`src/rtl/interrupt_scheduler_if.sv`:
```
// Interrupt scheduler bus: requester event/ack lines plus the endpoint
// cfg_interrupt MSI handshake.
//   master: scheduler side (drives src_ack, cfg_interrupt_n, cfg_interrupt_di)
//   slave : requester/endpoint side (drives src_req, cfg_interrupt_rdy_n)
interface interrupt_scheduler_if #(
  parameter int unsigned NUM_SRC = 2
);
  logic [NUM_SRC-1:0] src_req;
  logic [NUM_SRC-1:0] src_ack;
  logic               cfg_interrupt_n;
  logic               cfg_interrupt_rdy_n;
  logic [7:0]         cfg_interrupt_di;

  modport master (
    input  src_req,
    input  cfg_interrupt_rdy_n,
    output src_ack,
    output cfg_interrupt_n,
    output cfg_interrupt_di
  );

  modport slave (
    output src_req,
    output cfg_interrupt_rdy_n,
    input  src_ack,
    input  cfg_interrupt_n,
    input  cfg_interrupt_di
  );
endinterface

```
`src/rtl/interrupt_scheduler.sv`:
```
// MSI interrupt scheduler shared by NUM_SRC requesters.
// Requester pulses are latched as pending flags, arbitrated round-robin and
// issued over the cfg_interrupt handshake, with at least interrupt_period
// cycles of hold-off between deliveries.
// Ports:
//   trn_clk            clock, rising edge
//   reset              synchronous active-high reset
//   interrupts_enabled 1 = new requests may be issued
//   interrupt_period   minimum spacing between deliveries (sampled at handshake)
//   bus                src_req/src_ack and cfg_interrupt_n/_rdy_n/_di
//   irq_count          delivered-interrupt counter (wraps)
module interrupt_scheduler #(
  parameter int unsigned NUM_SRC  = 2,
  parameter logic [7:0]  VEC_BASE = 8'h00
) (
  input  logic                 trn_clk,
  input  logic                 reset,
  input  logic                 interrupts_enabled,
  input  logic [31:0]          interrupt_period,
  interrupt_scheduler_if.master bus,
  output logic [31:0]          irq_count
);

  localparam int unsigned GW = (NUM_SRC > 1) ? $clog2(NUM_SRC) : 1;

  typedef enum logic [1:0] {IDLE, REQ, HOLD} state_t;

  state_t             state_q, state_d;
  logic [NUM_SRC-1:0] pending_q, pending_d;
  logic [NUM_SRC-1:0] ack_q, ack_d;
  logic [NUM_SRC-1:0] clr;
  logic [GW-1:0]      last_q, last_d;
  logic [GW-1:0]      grant_q, grant_d;
  logic [31:0]        hold_q, hold_d;
  logic [31:0]        cnt_q, cnt_d;
  logic               cfg_n_q, cfg_n_d;
  logic [7:0]         di_q, di_d;

  // Round-robin pick: lowest pending index above last grant, else lowest
  // pending index overall (wrap-around).
  logic          hi_vld, lo_vld, sel_vld;
  logic [GW-1:0] hi_sel, lo_sel, sel;

  always_comb begin
    hi_vld = 1'b0;
    lo_vld = 1'b0;
    hi_sel = '0;
    lo_sel = '0;
    for (int unsigned i = 0; i < NUM_SRC; i++) begin
      if (pending_q[i]) begin
        if (i > 32'(last_q)) begin
          if (!hi_vld) begin
            hi_vld = 1'b1;
            hi_sel = GW'(i);
          end
        end else if (!lo_vld) begin
          lo_vld = 1'b1;
          lo_sel = GW'(i);
        end
      end
    end
    sel     = hi_vld ? hi_sel : lo_sel;
    sel_vld = hi_vld | lo_vld;
  end

  always_comb begin
    state_d = state_q;
    cfg_n_d = cfg_n_q;
    di_d    = di_q;
    ack_d   = '0;
    clr     = '0;
    cnt_d   = cnt_q;
    last_d  = last_q;
    grant_d = grant_q;
    hold_d  = hold_q;

    unique case (state_q)
      IDLE: begin
        if (interrupts_enabled && sel_vld) begin
          cfg_n_d = 1'b0;
          di_d    = VEC_BASE + 8'(sel);
          grant_d = sel;
          state_d = REQ;
        end
      end
      REQ: begin
        // Once raised, the request is held until the core accepts it,
        // regardless of interrupts_enabled.
        if (!bus.cfg_interrupt_rdy_n) begin
          cfg_n_d        = 1'b1;
          clr[grant_q]   = 1'b1;
          ack_d[grant_q] = 1'b1;
          cnt_d          = cnt_q + 32'd1;
          last_d         = grant_q;
          hold_d         = (interrupt_period == 32'd0) ? 32'd1 : interrupt_period;
          state_d        = HOLD;
        end
      end
      HOLD: begin
        hold_d = hold_q - 32'd1;
        if (hold_q <= 32'd1) begin
          hold_d  = '0;
          state_d = IDLE;
        end
      end
      default: state_d = IDLE;
    endcase

    // A new event in the clearing cycle keeps the flag set.
    pending_d = (pending_q & ~clr) | bus.src_req;
  end

  always_ff @(posedge trn_clk) begin
    if (reset) state_q <= IDLE;
    else       state_q <= state_d;
  end

  always_ff @(posedge trn_clk) begin
    if (reset) begin
      pending_q <= '0;
      ack_q     <= '0;
      last_q    <= GW'(NUM_SRC - 1);
      grant_q   <= '0;
      hold_q    <= '0;
      cnt_q     <= '0;
      cfg_n_q   <= 1'b1;
      di_q      <= '0;
    end else begin
      pending_q <= pending_d;
      ack_q     <= ack_d;
      last_q    <= last_d;
      grant_q   <= grant_d;
      hold_q    <= hold_d;
      cnt_q     <= cnt_d;
      cfg_n_q   <= cfg_n_d;
      di_q      <= di_d;
    end
  end

  assign bus.src_ack          = ack_q;
  assign bus.cfg_interrupt_n  = cfg_n_q;
  assign bus.cfg_interrupt_di = di_q;
  assign irq_count            = cnt_q;

endmodule

```
`src/flat_wrapper.sv`:
```
// flat-port wrapper written by rule: the top's interface ports become plain ports
module interrupt_scheduler_flat 
#(
  parameter int unsigned NUM_SRC  = 2,
  parameter logic [7:0]  VEC_BASE = 8'h00
)
  (trn_clk, reset, interrupts_enabled, interrupt_period, irq_count, bus_src_req, bus_cfg_interrupt_rdy_n, bus_src_ack, bus_cfg_interrupt_n, bus_cfg_interrupt_di);
  interrupt_scheduler_if #(.NUM_SRC(NUM_SRC)) bus_i ();
  input  logic trn_clk;
  input  logic reset;
  input  logic interrupts_enabled;
  input  logic [31:0] interrupt_period;
  output logic [31:0] irq_count;
  input wire logic [$bits(bus_i.src_req)-1:0] bus_src_req;
  input wire logic [$bits(bus_i.cfg_interrupt_rdy_n)-1:0] bus_cfg_interrupt_rdy_n;
  output wire logic [$bits(bus_i.src_ack)-1:0] bus_src_ack;
  output wire logic [$bits(bus_i.cfg_interrupt_n)-1:0] bus_cfg_interrupt_n;
  output wire logic [$bits(bus_i.cfg_interrupt_di)-1:0] bus_cfg_interrupt_di;
  assign bus_i.src_req = bus_src_req;
  assign bus_i.cfg_interrupt_rdy_n = bus_cfg_interrupt_rdy_n;
  assign bus_src_ack = bus_i.src_ack;
  assign bus_cfg_interrupt_n = bus_i.cfg_interrupt_n;
  assign bus_cfg_interrupt_di = bus_i.cfg_interrupt_di;
  interrupt_scheduler #(.NUM_SRC(NUM_SRC), .VEC_BASE(VEC_BASE)) u_core (.trn_clk(trn_clk), .reset(reset), .interrupts_enabled(interrupts_enabled), .interrupt_period(interrupt_period), .bus(bus_i), .irq_count(irq_count));
endmodule
```
`config.mk`:
```
export PLATFORM = sky130hd
export DESIGN_NAME = interrupt_scheduler_flat
export DESIGN_NICKNAME = d
export VERILOG_FILES = /design/src/rtl/interrupt_scheduler_if.sv /design/src/rtl/interrupt_scheduler.sv /design/src/flat_wrapper.sv
export SDC_FILE = /design/constraint.sdc
export NUM_CORES = 1
export LEC_CHECK = 0
export ABC_AREA = 0
export CAP_MARGIN = 20
export CORE_MARGIN = 2
export CORE_UTILIZATION = 56
export CTS_BUF_LIST = sky130_fd_sc_hd__clkbuf_16
export CTS_CLUSTER_SIZE = 25
export DETAILED_ROUTE_END_ITERATION = 7
export PLACE_DENSITY = 0.86
export SETUP_SLACK_MARGIN = 0.1
export SLEW_MARGIN = 10
export SYNTH_ARGS = -nofsm -noshare
export SYNTH_HDL_FRONTEND = slang
export SYNTH_SLANG_ARGS = --single-unit
export TNS_END_PERCENT = 50
```
`constraint.sdc`:
```
create_clock -name trn_clk -period 4.3 [get_ports trn_clk]
set_clock_uncertainty 0.1 [all_clocks]
set_input_delay 0.86 -clock trn_clk [delete_from_list [all_inputs] [get_ports trn_clk]]
set_output_delay 0.86 -clock trn_clk [all_outputs]
set_load 0.01 [all_outputs]
```
==> results of run 1 <==
==> final timing paths <==
check / from / end / slack (ps) / cells past startpoint
setup / recovery: bus_cfg_interrupt_rdy_n / u_core.irq_count[28]$_SDFFE_PP0P_ / 1360 / 7
setup reg to reg: u_core.hold_q[0]$_SDFFE_PP0P_ / u_core.hold_q[12]$_SDFFE_PP0P_ / 1410 / 7
hold reg to reg: u_core.bus.cfg_interrupt_n$_SDFFE_PP1P_ / u_core.bus.cfg_interrupt_n$_SDFFE_PP1P_ / 370 / 1
hold / removal: u_core.bus.cfg_interrupt_n$_SDFFE_PP1P_ / u_core.bus.cfg_interrupt_n$_SDFFE_PP1P_ / 370 / 1
==> placed cells by master (no fill, tap or decap), types with 18 or more instances in the layout <==
cell             count
dfxtp_1             73
clkdlybuf4s50_1     72
nor2_1              60
nand2_1             41
o21ai_0             32
a21oi_1             29
xnor2_1             27
nor3_1              21
nor4_1              18
==> area by class of cell <==
class                   instances  area (µm²)  area share [%]
clock buffers                   9         225            4.41
clock inverters                 7        62.6            1.23
inverters                      14        52.6            1.03
multi-input cells             384        2420            47.4
flip-flops and latches         73        1460            28.6
well taps                      99         124            2.43
repair buffers                 77         756            14.8
==> through the flow <==
step,cell area (µm²),util (%),setup slack [ps]
global route,5100,71.1,1180
finish,5100,71.1,1360
CTS,5100,71.1,1360
global placement,4810,67.1,1060
detailed placement,4810,67.1,1020
floorplan,4130,-,1760
==> critical path: cells and delay by family <==
family / cells / cell delay (ps)
and+or+nand+nor: 4 / 1300
xor gates and xnor gates: 1 / 180
buffers and inverters: 2 / 700
==> kinds of logic after synthesis <==
| family | count (synthesis) |
|---|---|
| and+or+nand+nor | 218 |
| AOI/OAI and AO/OA | 114 |
| DFF | 73 |
| buffers and inverters | 52 |
| xor gates and xnor gates | 36 |
| muxes | 6 |
| adders and majority gates | 3 |
| other | 1 |
==> power breakdown <==
part	switching (W)	internal [W]	total [W]
sequential	0.0000439	0.000708	0.000752
clock	0.000288	0.000443	0.000731
combinational	0.000303	0.000183	0.000486
==> routing by layer <==
| metal | vias to the layer above | global-route usage (%) | part of all wire [%] |
|---|---|---|---|
| li1 | 1940 | - | - |
| met1 | 1952 | 36.1 | 41 |
| met2 | 217 | 50.1 | 48 |
| met3 | 36 | 5.48 | 8.2 |
| met4 | 0 | 13.2 | 3.0 |
| met5 | - | 0 | 0 |
==> flip-flops by register name (all words and copies together) (netlist names) <==
name / cells
u_core.pending_q: 2
u_core.hold_q: 32
u_core.grant_q: 1
u_core.irq_count: 32
u_core.last_q: 1
u_core.bus.cfg_interrupt_n: 1
u_core.state_q: 2
u_core.bus.src_ack: 2
==> flow_summary.toml, run 1 <==
[setup_path]
crit_chain = "clkdlybuf4s50_1, or3b_4, buf_4, or2_2, nor4_1, xnor2_1, nor2_1"
cpMaxStageDelayCell = "clkdlybuf4s50_1"
critPathMaxFanout = 31
max_stage_delay_ps = 450
startpoint_type = "primary input"
critPathCaptureType = "register"
cp_data_arrival_time_ps = 3050
critPathKind = "primary input to register"
required_ps = 4400

[grt]
grt_pass1_wl_um = 18300
first_global_vias = 3936
gr-usage-all-layers_pct = 29.4
antenna_found_initial = 0
grt_max_degree = 34
grt_overflow = 0

[cells_and_area]
syn_to_final_growth_pct = 24.3
final_cells = 663
layout.nets = 600
antennaDiodeCount = 0
drive_gt1_share_pct = 6.91
fillers = 558

[floorplanning]
start_util_pct = 57.2
core_mm2 = 0.00718
die_y_um = 89.6
die_w_um = 89.6
num_rows = 31
die_area_mm2 = 0.00803
num_io_pins = 81

[clock_tree]
clk_path_buf_depth = 2
cts.clk_slew.worst_paths_ps = 60
cts.sinks = 73
cts-root-buf = "clkbuf_16"
clk_latency_ps = 340
cts_hold_buf = 0
cts_tree = "done"
cts_resized = 0
cts_buffers = 9
postCtsSetupBuffers = 0
htree_levels = 3

[routing]
drt_pass1_iterations = 5
ant_nets = 0
vias = 4145
remaining_drc_errors = 0
wirelength_um = 11300
drt_iter0_drc = 304
via_per_inst = 6.25
wl_per_cell_um = 17.0

[synth]
synthMuxAreaShare_pct = 1.46
synth_warnings = 0
synth_top_cells_by_area = "dfxtp_1, xnor2_1, nor2_1"
synth_simple_gate_area_share_pct = 30.4
synth_xor_area_share_pct = 7.68
synthAdderAreaFrac_pct = 0.915
async_reset_ff_share_pct = 0
synth_top_family_by_area = "simple AND/OR/NAND/NOR gates"
ys_top_cells_by_count = "dfxtp_1, nor2_1, nand2_1"
synth.top_cell.area_share_pct = 35.6
yosys_most_used_dff = "dfxtp_1"
synth_edf_count = 0
syn_area_mm2 = 0.00410
syn-mean-instance-area_um2 = 8.16
synth_compound_area_share_pct = 17.8
yosysMostFrequentCell = "dfxtp_1"
synth_cells = 503
synth_cell_types = 60
yosys.area.top_type = "dfxtp_1"
ys_ff_latch = 73
seq_area_frac_synth_pct = 35.6

[timing]
fin_tns_setup_ps = 0
hold_slack_ps = 367
finalSetupViolCount = 0
slew_headroom_pct = 28.4
drv_slew = 0
fmax_ghz = 0.340
tightestPinTransition_ps = 1070
min_period_ps = 2940
finalHoldViolCount = 0
rsz0062_at_grt = "false"
fin_crit_sh_pct = 68.4

[place]
dp_hpwl_um = 7710
port_buffers = 73
gp_congestion = 0.893
dp_cells = 647

[power]
power_w = 0.00197
ir_drop_v = 0.000210
power_leakage_nw = 1.73
cellPowerDensity_mw_per_mm2 = 386

[flow_run]
drv_cap = 0

[worst_hold_path]
min_path_type = "register to register"

[run_status]
status = "finished clean"
No activity file was read; power rests on OpenSTA's default activity.
==> inputs of run 2 (changes only) <==
- CORE_UTILIZATION: 56 -> 47
- PLACE_DENSITY: 0.86 -> 0.77
- clock period: 4.3 -> 2.7 ns (I/O delays scaled with it)
==> run 2 against run 1 <==
Critical path depth is the same. Total power grew 74%. Register-to-register slack got worse by 1000 ps. First-iteration DRC count is 21% higher. Via count fell by 0.84%. Count of clock-buffer cells in the layout unchanged. Die area increased by 18%. Hold slack gained 13 ps. Worst setup slack lost 1100 ps. Largest cell class unchanged. Largest power group is now clock. Highest routed layer unchanged.
==> flow_summary.toml, run 2 (synthesis gave the netlist of run 1 again) <==
[floorplanning]
die_w_um = 97.4
num_rows = 34
start_util_pct = 47.8
core_mm2 = 0.00859
die_area_mm2 = 0.00950
num_io_pins = 81
die_y_um = 97.4

[cells_and_area]
postLayoutCoreUtil_pct = 62.6
antennaDiodeCount = 0
syn_to_final_growth_pct = 31.1
drive_gt1_share_pct = 11.4
fillers = 750
layout.nets = 624
layout_common_cells = "dfxtp_1, clkdlybuf4s50_1, nor2_1"
multi_input_area_mm2 = 0.00244
layout_commonest_cell = "dfxtp_1"
ff_latch_area_mm2 = 0.00146

[timing]
slew_headroom_pct = 55.0
fmax_ghz = 0.412
rsz0062_at_grt = "false"
finalHoldViolCount = 0
setup_ws_ps = 272
min_period_ps = 2430
fin_tns_setup_ps = 0
finalSetupViolCount = 0
fin_crit_sh_pct = 89.9
drv_slew = 0
tightestPinTransition_ps = 669

[clock_tree]
cts-root-buf = "clkbuf_16"
clk_path_buf_depth = 2
cts.sinks = 73
postCtsSetupBuffers = 0
cts.clk_slew.worst_paths_ps = 60
cts_buffers = 9
clk_latency_ps = 330
cts_tree = "done"
cts_hold_buf = 0
htree_levels = 3

[routing]
remaining_drc_errors = 0
ant_nets = 0
wl_per_cell_um = 16.2
drt_iter0_drc = 369
vias = 4110
wirelength_um = 11300
drt_pass1_iterations = 6
via_per_inst = 5.91

[grt]
grt_overflow = 0
grt_pass1_wl_um = 18800
antenna_found_initial = 0
gr-usage-all-layers_pct = 24.0
grt_max_degree = 53
first_global_vias = 3984

[place]
place_ws_ps = -67.3
port_buffers = 73
gp_congestion = 0.927
dp_hpwl_um = 8100

[setup_path]
required_ps = 2800
critPathMaxFanout = 4
critPathKind = "primary input to register"
critPathCaptureType = "register"
r2r_cells = 5
startpoint_type = "primary input"
cp_data_arrival_time_ps = 2530

[flow_run]
drv_cap = 0

[power]
cellPowerDensity_mw_per_mm2 = 636
power_leakage_nw = 1.87
ir_drop_v = 0.000461
power_w = 0.00342

[worst_hold_path]
whs_path_depth = 2
min_path_type = "register to register"

[run_status]
status = "finished clean"
run 2: changes by cell type in the layout (fill, tap and decap cells not counted):
cell and change:
clkinv_1 -2, inv_6 +1, a31oi_4 +1, buf_4 +23
or4_1 -1, buf_12 +1, or4_4 +1, clkinv_2 -1
a31oi_1 -1, bufinv_16 +2
run 2: worst max-delay path, cell delays in order:
cell	delay [ps]
clkdlybuf4s50_1	450
or3b_4	390
or3_1	450
buf_4	180
nor4b_2	320
xnor2_1	160
nor2_1	50
run 2: final timing paths:
kind                                                     from                                 to  slack [ps]
worst min register to register     u_core.last_q$_SDFFE_PP1P_         u_core.last_q$_SDFFE_PP1P_         380
worst min-delay path               u_core.last_q$_SDFFE_PP1P_         u_core.last_q$_SDFFE_PP1P_         380
worst max-delay path                  bus_cfg_interrupt_rdy_n  u_core.irq_count[27]$_SDFFE_PP0P_         270
worst max register to register  u_core.hold_q[8]$_SDFFE_PP0P_     u_core.hold_q[28]$_SDFFE_PP0P_         380
run 2: per-stage QoR:
| step | cell area, µm² | cells | hold slack (ps) |
|---|---|---|---|
| detailed placement | 5020 | 680 | 368 |
| global route | 5380 | 696 | 420 |
| floorplan | 4130 | 509 | 338 |
| finish | 5380 | 696 | 380 |
| global placement | 5020 | 680 | 356 |
| CTS | 5370 | 696 | 383 |
run 2: area by class of cell:
| cell class | instances | share of cell area, % |
|---|---|---|
| Timing Repair Buffer | 101 | 17.6 |
| Multi-Input combinational cell | 384 | 45.3 |
| Sequential cell | 73 | 27.2 |
| Tap cell | 108 | 2.51 |
| Clock inverter | 7 | 2.21 |
| Inverter | 14 | 0.977 |
| Clock buffer | 9 | 4.19 |
run 2: timing repair:
item | in CTS | in global routing
gates resized for setup | 1 | 2
setup endpoints to repair | 5 | 4
pin swaps | 0 | 0
run 2: power by group:
part	internal [W]	total (W)	switching, W
clock	0.000904	0.00138	0.000477
sequential	0.00113	0.00119	0.0000659
combinational	0.000348	0.000848	0.000500
run 2: per-layer routing:
metal / track usage [%] / share of wire [%]
met4: 7.26 / 1.7
met1: 29.1 / 41
met5: 0 / 0
met2: 41.6 / 49
met3: 6.19 / 8.5
